File: src/rtl/frame_trend_stats_pkg.sv
`default_nettype none
// ============================================================================
//  Module      : frame_trend_stats_pkg
//  Description : Shared types and constants for the frame trend statistics
//                block: FSM state encoding, sample width, counter sizing.
//  Revision    : 1.0 - initial release
// ============================================================================
package frame_trend_stats_pkg;

  localparam int DATA_W = 4;

  typedef enum logic [0:0] {
    ST_FIRST = 1'b0,
    ST_ACC   = 1'b1
  } state_t;

  // Smallest width w with 2**w >= n; a counter of this width holds n-1.
  function automatic int cnt_width(input int n);
    int w;
    w = 0;
    for (int i = 0; i < 31; i++) begin
      if ((32'sd1 <<< i) < n) w = i + 1;
    end
    return w;
  endfunction

endpackage
`default_nettype wire

File: src/rtl/frame_trend_stats_comparator_4.sv
`default_nettype none
// ============================================================================
//  Module      : comparator_4
//  Description : 4-bit unsigned magnitude comparator.
//                y0 = a < b, y1 = a == b, y2 = a > b (exactly one is high).
//  Revision    : 1.0 - initial release
// ============================================================================
module comparator_4 (
  input  logic [3:0] a,
  input  logic [3:0] b,
  output logic       y0,
  output logic       y1,
  output logic       y2
);

  // Pure combinational relations; unsigned by construction of logic vectors.
  always_comb begin
    y0 = (a < b);
    y1 = (a == b);
    y2 = (a > b);
  end

endmodule
`default_nettype wire

File: src/rtl/frame_trend_stats.sv
`default_nettype none
// ============================================================================
//  Module      : frame_trend_stats
//  Description : Groups valid-qualified 4-bit samples into frames of
//                FRAME_LEN samples and reports max, min and up/down/flat step
//                counts per frame with a one-cycle frame_done pulse.
//  Revision    : 1.0 - initial release
// ============================================================================
module frame_trend_stats
  import frame_trend_stats_pkg::*;
#(
  parameter int FRAME_LEN = 8,
  parameter int CNT_W     = cnt_width(FRAME_LEN)
) (
  input  logic              clk,
  input  logic              rst_n,
  input  logic [DATA_W-1:0] data_in,
  input  logic              data_valid,
  output logic [DATA_W-1:0] max_out,
  output logic [DATA_W-1:0] min_out,
  output logic [CNT_W-1:0]  up_cnt,
  output logic [CNT_W-1:0]  down_cnt,
  output logic [CNT_W-1:0]  flat_cnt,
  output logic              frame_done
);

  localparam logic [CNT_W-1:0] LAST_IDX = CNT_W'(FRAME_LEN - 1);

  state_t              state;
  state_t              state_next;
  logic                last_sample;

  logic [CNT_W-1:0]    idx;
  logic [DATA_W-1:0]   prev;
  logic [DATA_W-1:0]   run_max;
  logic [DATA_W-1:0]   run_min;
  logic [CNT_W-1:0]    run_up;
  logic [CNT_W-1:0]    run_down;
  logic [CNT_W-1:0]    run_flat;

  logic                step_lt;
  logic                step_eq;
  logic                step_gt;

  logic [DATA_W-1:0]   nxt_max;
  logic [DATA_W-1:0]   nxt_min;
  logic [CNT_W-1:0]    nxt_up;
  logic [CNT_W-1:0]    nxt_down;
  logic [CNT_W-1:0]    nxt_flat;

  // Step direction of the incoming sample relative to the previous one.
  comparator_4 u_step_cmp (
    .a  (data_in),
    .b  (prev),
    .y0 (step_lt),
    .y1 (step_eq),
    .y2 (step_gt)
  );

  // Running values including the current sample (used on every ST_ACC accept).
  always_comb begin
    nxt_max  = (data_in > run_max) ? data_in : run_max;
    nxt_min  = (data_in < run_min) ? data_in : run_min;
    nxt_up   = run_up   + CNT_W'(step_gt);
    nxt_down = run_down + CNT_W'(step_lt);
    nxt_flat = run_flat + CNT_W'(step_eq);
  end

  // FSM state register.
  always_ff @(posedge clk) begin
    if (!rst_n) state <= ST_FIRST;
    else        state <= state_next;
  end

  // Next-state logic; flags the sample that closes the frame.
  always_comb begin
    state_next  = state;
    last_sample = 1'b0;
    case (state)
      ST_FIRST: begin
        if (data_valid) state_next = ST_ACC;
      end
      ST_ACC: begin
        if (data_valid && (idx == LAST_IDX)) begin
          last_sample = 1'b1;
          state_next  = ST_FIRST;
        end
      end
      default: state_next = ST_FIRST;
    endcase
  end

  // Running accumulators, sample index and previous-sample register.
  always_ff @(posedge clk) begin
    if (!rst_n) begin
      idx      <= '0;
      prev     <= '0;
      run_max  <= '0;
      run_min  <= '0;
      run_up   <= '0;
      run_down <= '0;
      run_flat <= '0;
    end else if (data_valid) begin
      if (state == ST_FIRST) begin
        // First sample seeds max/min/prev and never counts as a step.
        idx      <= CNT_W'(1);
        prev     <= data_in;
        run_max  <= data_in;
        run_min  <= data_in;
        run_up   <= '0;
        run_down <= '0;
        run_flat <= '0;
      end else begin
        idx      <= last_sample ? '0 : idx + CNT_W'(1);
        prev     <= data_in;
        run_max  <= nxt_max;
        run_min  <= nxt_min;
        run_up   <= nxt_up;
        run_down <= nxt_down;
        run_flat <= nxt_flat;
      end
    end
  end

  // Output registers: capture the closed frame and pulse frame_done once.
  always_ff @(posedge clk) begin
    if (!rst_n) begin
      max_out    <= '0;
      min_out    <= '0;
      up_cnt     <= '0;
      down_cnt   <= '0;
      flat_cnt   <= '0;
      frame_done <= 1'b0;
    end else begin
      frame_done <= last_sample;
      if (last_sample) begin
        max_out  <= nxt_max;
        min_out  <= nxt_min;
        up_cnt   <= nxt_up;
        down_cnt <= nxt_down;
        flat_cnt <= nxt_flat;
      end
    end
  end

endmodule
`default_nettype wire

File: config.mk
export PLATFORM = sky130hd
export DESIGN_NAME = frame_trend_stats
export DESIGN_NICKNAME = d
export VERILOG_FILES = /design/src/rtl/frame_trend_stats_pkg.sv /design/src/rtl/frame_trend_stats_comparator_4.sv /design/src/rtl/frame_trend_stats.sv
export SDC_FILE = /design/constraint.sdc
export NUM_CORES = 1
export LEC_CHECK = 0
export CAP_MARGIN = 30
export CORE_MARGIN = 5
export CORE_UTILIZATION = 40
export DETAILED_ROUTE_END_ITERATION = 7
export GPL_TIMING_DRIVEN = 0
export PLACE_DENSITY = 0.63
export RECOVER_POWER = 100
export SYNTH_ARGS = -nofsm -noshare
export SYNTH_HDL_FRONTEND = slang
export SYNTH_HIERARCHICAL = 1
export SYNTH_SLANG_ARGS = --single-unit
File: constraint.sdc
create_clock -name clk -period 2.8 [get_ports clk]
set_clock_uncertainty 0.05 [all_clocks]
set_input_delay 0.84 -clock clk [delete_from_list [all_inputs] [get_ports clk]]
set_output_delay 0.84 -clock clk [all_outputs]
set_load 0.005 [all_outputs]
# Yosys cells after proc, flatten, opt, wreduce, memory -nomap -nowiden
# Index checks and enable logic that the tools add are counted.
# op_classes
addsub	4
n_lt_le_gt_ge	4
eq_ne	2
mux	14
bitwise_logic	1
reduce_logical	1
# op_table
operator	count
4-bit 2-to-1 mux	4
3-bit 2-to-1 mux	5
3-bit by 1-bit adder with 3-bit output	3
4-bit greater-than comparator	2
4-bit less-than comparator	2
4-bit equality test	1
1-bit 2-to-1 mux	4
3-bit by 1-bit adder with 3-bit output (second input constant)	1
3-bit equality test (second input constant)	1
1-bit case mux with 2 select lines	1
1-bit logical AND	1
1-bit NOT	1
# totals
reg_bits	43
inputBits	7
output_inout_bits	18
word_cells	40

# Longest topological paths before layout
# logic_depth
depth_word	6
depth_mapped	10
depth_no_buf	10

# Cells and area by module
# The synthesis kept the hierarchy.
# by_module_without_submodules
mod	n_inst	cells_each	area_each_um2	seq_area_each_um2
frame_trend_stats	1	218	2037.0	860.8
comparator_4	1	16	128.9	0.0

# Least setup slack after synthesis
# Ideal clock, no wire load.
# synth_path
path_type	input port to flip-flop
from	input port data_in[3]
to	register run_down[2]
setup_time_ns	0.076
t_arrival_ns	2.154
required_time_ns	2.674
path_slack_ns	0.520
path_stages	9
n_path_buf	0
path_cell_list	ha_1 > nand2_1 > o21bai_4 > and2_1 > ha_1 > ha_1 > o21ai_0 > nand2_1 > a21boi_0
# synth_between
elab_chain_cells	3
# synth_lines
item	line_no	text
from (decl)	frame_trend_stats.sv:17	input logic [DATA_W-1:0] data_in,
4-bit less-than comparator	frame_trend_stats_comparator_4.sv:18	y0 = (a < b);
net step_lt	frame_trend_stats.sv:41	logic step_lt;
3-bit by 1-bit adder with 3-bit output	frame_trend_stats.sv:65	nxt_down = run_down + CNT_W'(step_lt);
3-bit 2-to-1 mux	frame_trend_stats.sv:104	if (state == ST_FIRST) begin
to (signal assigned)	frame_trend_stats.sv:119	run_down <= nxt_down;
to (decl)	frame_trend_stats.sv:38	logic [CNT_W-1:0] run_down;
# The timed path passes the listed nets, and every way through them passes these cells.
# A chain may end at the register's enable or synchronous reset.

# Final worst setup path
# layout_path
from	input port data_in[1]
to	register run_down[2]
# Same word-level chain as after synthesis.

==> results summary <==
The die is 83.59 um wide. Of the post-synthesis cell area, the dominant cell type holds 0.3975. The cell depth of the worst hold path is 2. The worst-case IR drop observed on VDD is 0.2259 mV. The synthesized area per cell came out at 9.256 sq um.

The critical path is of the in -> reg type. For the pin with the worst max-slew slack, the measured transition is 0.4931 ns. The post-synthesis instance area came out at 2166 sq um. The global router's overall resource usage is 0.1375. The final global-route overflow total came out at 0. The non-filler instance count after layout is 335.

From bottom edge to top edge, the die measures 83.59 um. In the post-synthesis netlist, the biggest area contributors are sky130_fd_sc_hd__dfxtp_1 (40%), sky130_fd_sc_hd__ha_1 (11%), sky130_fd_sc_hd__nand2_1 (5.7%). The number of slew-limit violations in the final report came out at 0. For this run, the top clock speed supported by timing is 0.3861 GHz.

The data required time of the critical path came out at 2.98 ns. The placeable core region came out at 5172 sq um. In this run, synthesis produced a sequential element count of 43. Max-cap violations in this run came to 0. The half-perimeter wire length of the detailed placement result is 3465 um. The average routed wire per standard cell came out at 13.67 um. The critical path data arrival time came out at 2.77 ns. In this run the post-CTS setup repair buffer count came out at 0. In this run the remaining antenna-violating nets after routing total 0. The count of nets after finishing came out at 290. sky130_fd_sc_hd__dfxtp_1 takes more of the synthesized area than any other cell. For this run, the register share of the synthesized area comes to 0.3975. The flow ran to the end, and the final reports show no timing, DRC or antenna violations. The TritonCTS sink count came out at 43.

The placement-stage cell area is 2484 sq um. Setup repair after global routing left no endpoint under its margin. The deepest level of the CTS H-tree came out at 2. The via density per instance came out at 5.149. The number of buffers created by CTS is 5. The global-route wire length before repair is 7824 um.

The worst setup path is launched from a primary input. The cell count after synthesis is 234. The layout filler cell count is 486. The final hold violation count is 0. By instance count, the cell type seen most on the critical path is sky130_fd_sc_hd__ha_1.

The final weighted congestion in routability-driven placement came out at 0.8450. The post-route cell area is 2574 sq um. The number of cells in the design after placement came out at 327. The number of global-route vias before repair came to 1599. The remaining design rule violation count came out at 0. Counting along the longest clock path gives a buffer depth of 2. Detailed routing inserted a total of 1725 vias. The post-synthesis cell type count is 39. The sort of element at the end of the critical path is a register. The yosys synthesis warning count is 6. The peak fanout along the critical path is 8. The tightest min-delay check is of the reg -> reg type. The effective utilization at floorplan came out at 0.4187. The routed wire length is 4579 um.

The number of antenna repair diodes is 0. The quantity of I/O buffers inserted on ports came out at 23. The leakage power summed over all cells came out at 0.001054 uW.

Headroom to the max-slew limit came out at 0.6693. The total die area came out at 6986 sq um. The number of standard-cell rows in the floorplan is 26. In this run the clock root is driven by a sky130_fd_sc_hd__clkbuf_8.

The number of cells on the worst reg-to-reg path is 10. The minimum period implied by the final worst setup slack is 2.590 ns. For this design, the slowest cell found on the critical path is sky130_fd_sc_hd__dlygate4sd2_1. The number of buffers inserted by hold repair at cts is 0. Dividing total power by cell area gives a power density of 515.5 nW/um^2.

The maximum number of pins on one net before global-route repair came out at 14. The delay of the slowest critical-path stage came out at 0.35 ns. Traced cell by cell, the critical path runs through dlygate4sd2_1 > ha_1 > nor2b_1 > o21bai_4 > and2_0 > ha_1 > ha_1 > o21ai_0 > nand2_1 > a21boi_0. The portion of the clock cycle consumed by the worst path in the final layout came out at 0.9250. The CTS tree is yes. The post-CTS clock slew at the launch and capture registers of the worst setup and hold paths came out at 0.08 ns.

The synthesized net count came out at 260. 25 I/O pins were placed. The initial antenna violation count came to 0. The first TritonRoute pass finished after 4 iterations. After the first detailed-routing iteration, the DRC count stood at 114. The clock latency reported for the late side of the worst-skew pair is 0.29 ns.

In the final layout, the share of cells above drive strength 1 is 0.06415. The number of setup violations in the final report came out at 0. Relative to the synthesized area, the layout overhead comes to 18.83%.
-- repair_timing --
item | in CTS | in global routing
endpoints found under the setup margin | 1 | 7
gates resized for setup | 3 | 1
cloned | 0 | 0
-- layer usage --
| layer | up-vias | routed length, um | GRT usage |
|---|---|---|---|
| met1 | 798 | 2244 | 0.1930 |
| met2 | 38 | 2066 | 0.2054 |
| met5 | - | 0 | 0 |
| li1 | 887 | - | - |
| met3 | 2 | 249 | 0.03356 |
| met4 | 0 | 19 | 0.04532 |
-- synth_stat cells (all sizes together) --
| master | instances |
|---|---|
| dfxtp | 43 |
| nand2 | 33 |
| ha | 19 |
| a21boi | 15 |
| inv | 14 |
| o21ai | 13 |
| nand3 | 12 |
| nand2b | 11 |
| mux2i | 9 |
| nand4 | 8 |
| a22o | 6 |
| buf | 6 |
| clkbuf | 6 |
| o211ai | 6 |
| a21oi | 4 |
| nand3b | 4 |
| and2 | 3 |
| nor2 | 3 |
| nor2b | 3 |
| o21a | 3 |
| o22ai | 3 |
| xnor2 | 3 |
| o311ai | 2 |
| a211oi | 1 |
| a31oi | 1 |
| a32oi | 1 |
| nor3b | 1 |
| o21bai | 1 |
-- layout make-up --
type / instances / area (sq um) / area share
clock inverter: 2 / 35.03 / 0.01361
multi-input combinational: 165 / 1171 / 0.4550
inverter: 14 / 52.55 / 0.02042
tap: 70 / 87.58 / 0.03403
buffer: 12 / 55.05 / 0.02139
sequential: 43 / 860.8 / 0.3345
clock buffer: 6 / 82.58 / 0.03209
timing repair buffer: 23 / 229.0 / 0.08896
-- through the flow --
stage                     power, uW  setup TNS, ns    util  hold slack, ns  setup WS [ns]
after floorplan               795.5              0       -          0.3880         0.5202
after global placement        845.6         -3.804  0.4802          0.3849        -0.3528
after detailed placement      849.1         -4.666  0.4802          0.3902        -0.3596
after CTS                      1350              0  0.5022          0.4018       0.001728
after global routing           1400              0  0.4976          0.4284         0.1017
final                          1327              0  0.4976          0.3935         0.2099
-- power by group --
part	switching, uW	internal, uW	total [uW]	leakage, uW
logic	109	72.5	182	0.000643
clock network	213	289	501	0.0000612
registers	13.7	630	644	0.000350
-- path summary, 6_finish.rpt --
path                      startpoint                  endpoint  slack, ns
min reg2reg  min_out[2]$_SDFFE_PN0P_   min_out[2]$_SDFFE_PN0P_       0.39
max reg2reg     prev[1]$_SDFFE_PN0P_  run_down[2]$_SDFFE_PN0P_       0.83
max                       data_in[1]  run_down[2]$_SDFFE_PN0P_       0.21
min          min_out[2]$_SDFFE_PN0P_   min_out[2]$_SDFFE_PN0P_       0.39
-- layout by cell type, fill, tap and decap left out, types with 3 or more instances in the layout --
cell type                        n
sky130_fd_sc_hd__a21boi_0       14
sky130_fd_sc_hd__a21oi_1         4
sky130_fd_sc_hd__a22o_1          6
sky130_fd_sc_hd__and2_0          3
sky130_fd_sc_hd__clkbuf_1        9
sky130_fd_sc_hd__clkbuf_8        6
sky130_fd_sc_hd__dfxtp_1        43
sky130_fd_sc_hd__dlygate4sd2_1   3
sky130_fd_sc_hd__dlygate4sd3_1  19
sky130_fd_sc_hd__ha_1           19
sky130_fd_sc_hd__inv_1          14
sky130_fd_sc_hd__mux2i_1         9
sky130_fd_sc_hd__nand2_1        33
sky130_fd_sc_hd__nand2b_1       11
sky130_fd_sc_hd__nand3_1        11
sky130_fd_sc_hd__nand3b_1        4
sky130_fd_sc_hd__nand4_1         8
sky130_fd_sc_hd__nor2_1          3
sky130_fd_sc_hd__nor2b_1         3
sky130_fd_sc_hd__o211ai_1        5
sky130_fd_sc_hd__o21a_1          3
sky130_fd_sc_hd__o21ai_0         9
sky130_fd_sc_hd__o21ai_1         3
sky130_fd_sc_hd__o22ai_1         3
sky130_fd_sc_hd__xnor2_1         3
-- state kept, by name, summed over array words and instances, names as in the netlist, 3 cells and up --
name	flops
up_cnt	3
run_max	4
run_flat	3
run_down	3
run_min	4
min_out	4
down_cnt	3
prev	4
run_up	3
idx	3
flat_cnt	3
max_out	4
-- cells by family (layout without fill, tap and decap cells) --
| family | after synthesis | in the layout | synth area share |
|---|---|---|---|
| mux | 9 | 9 | 0.04160 |
| flops | 43 | 43 | 0.3975 |
| simple gates | 78 | 78 | 0.1889 |
| xor+xnor | 3 | 3 | 0.01213 |
| fa+ha+maj | 19 | 19 | 0.1098 |
| compound gates | 56 | 56 | 0.1970 |
| buf+inv | 26 | 57 | 0.05314 |
-- critical path: cells and delay by family --
family / cells / cell delay (ns)
and+or+nand+nor: 3 / 0.43
AOI/OAI and AO/OA: 3 / 0.35
buffers and inverters: 1 / 0.35
adders and majority gates: 3 / 0.78
No activity file was read; power rests on OpenSTA's default activity.
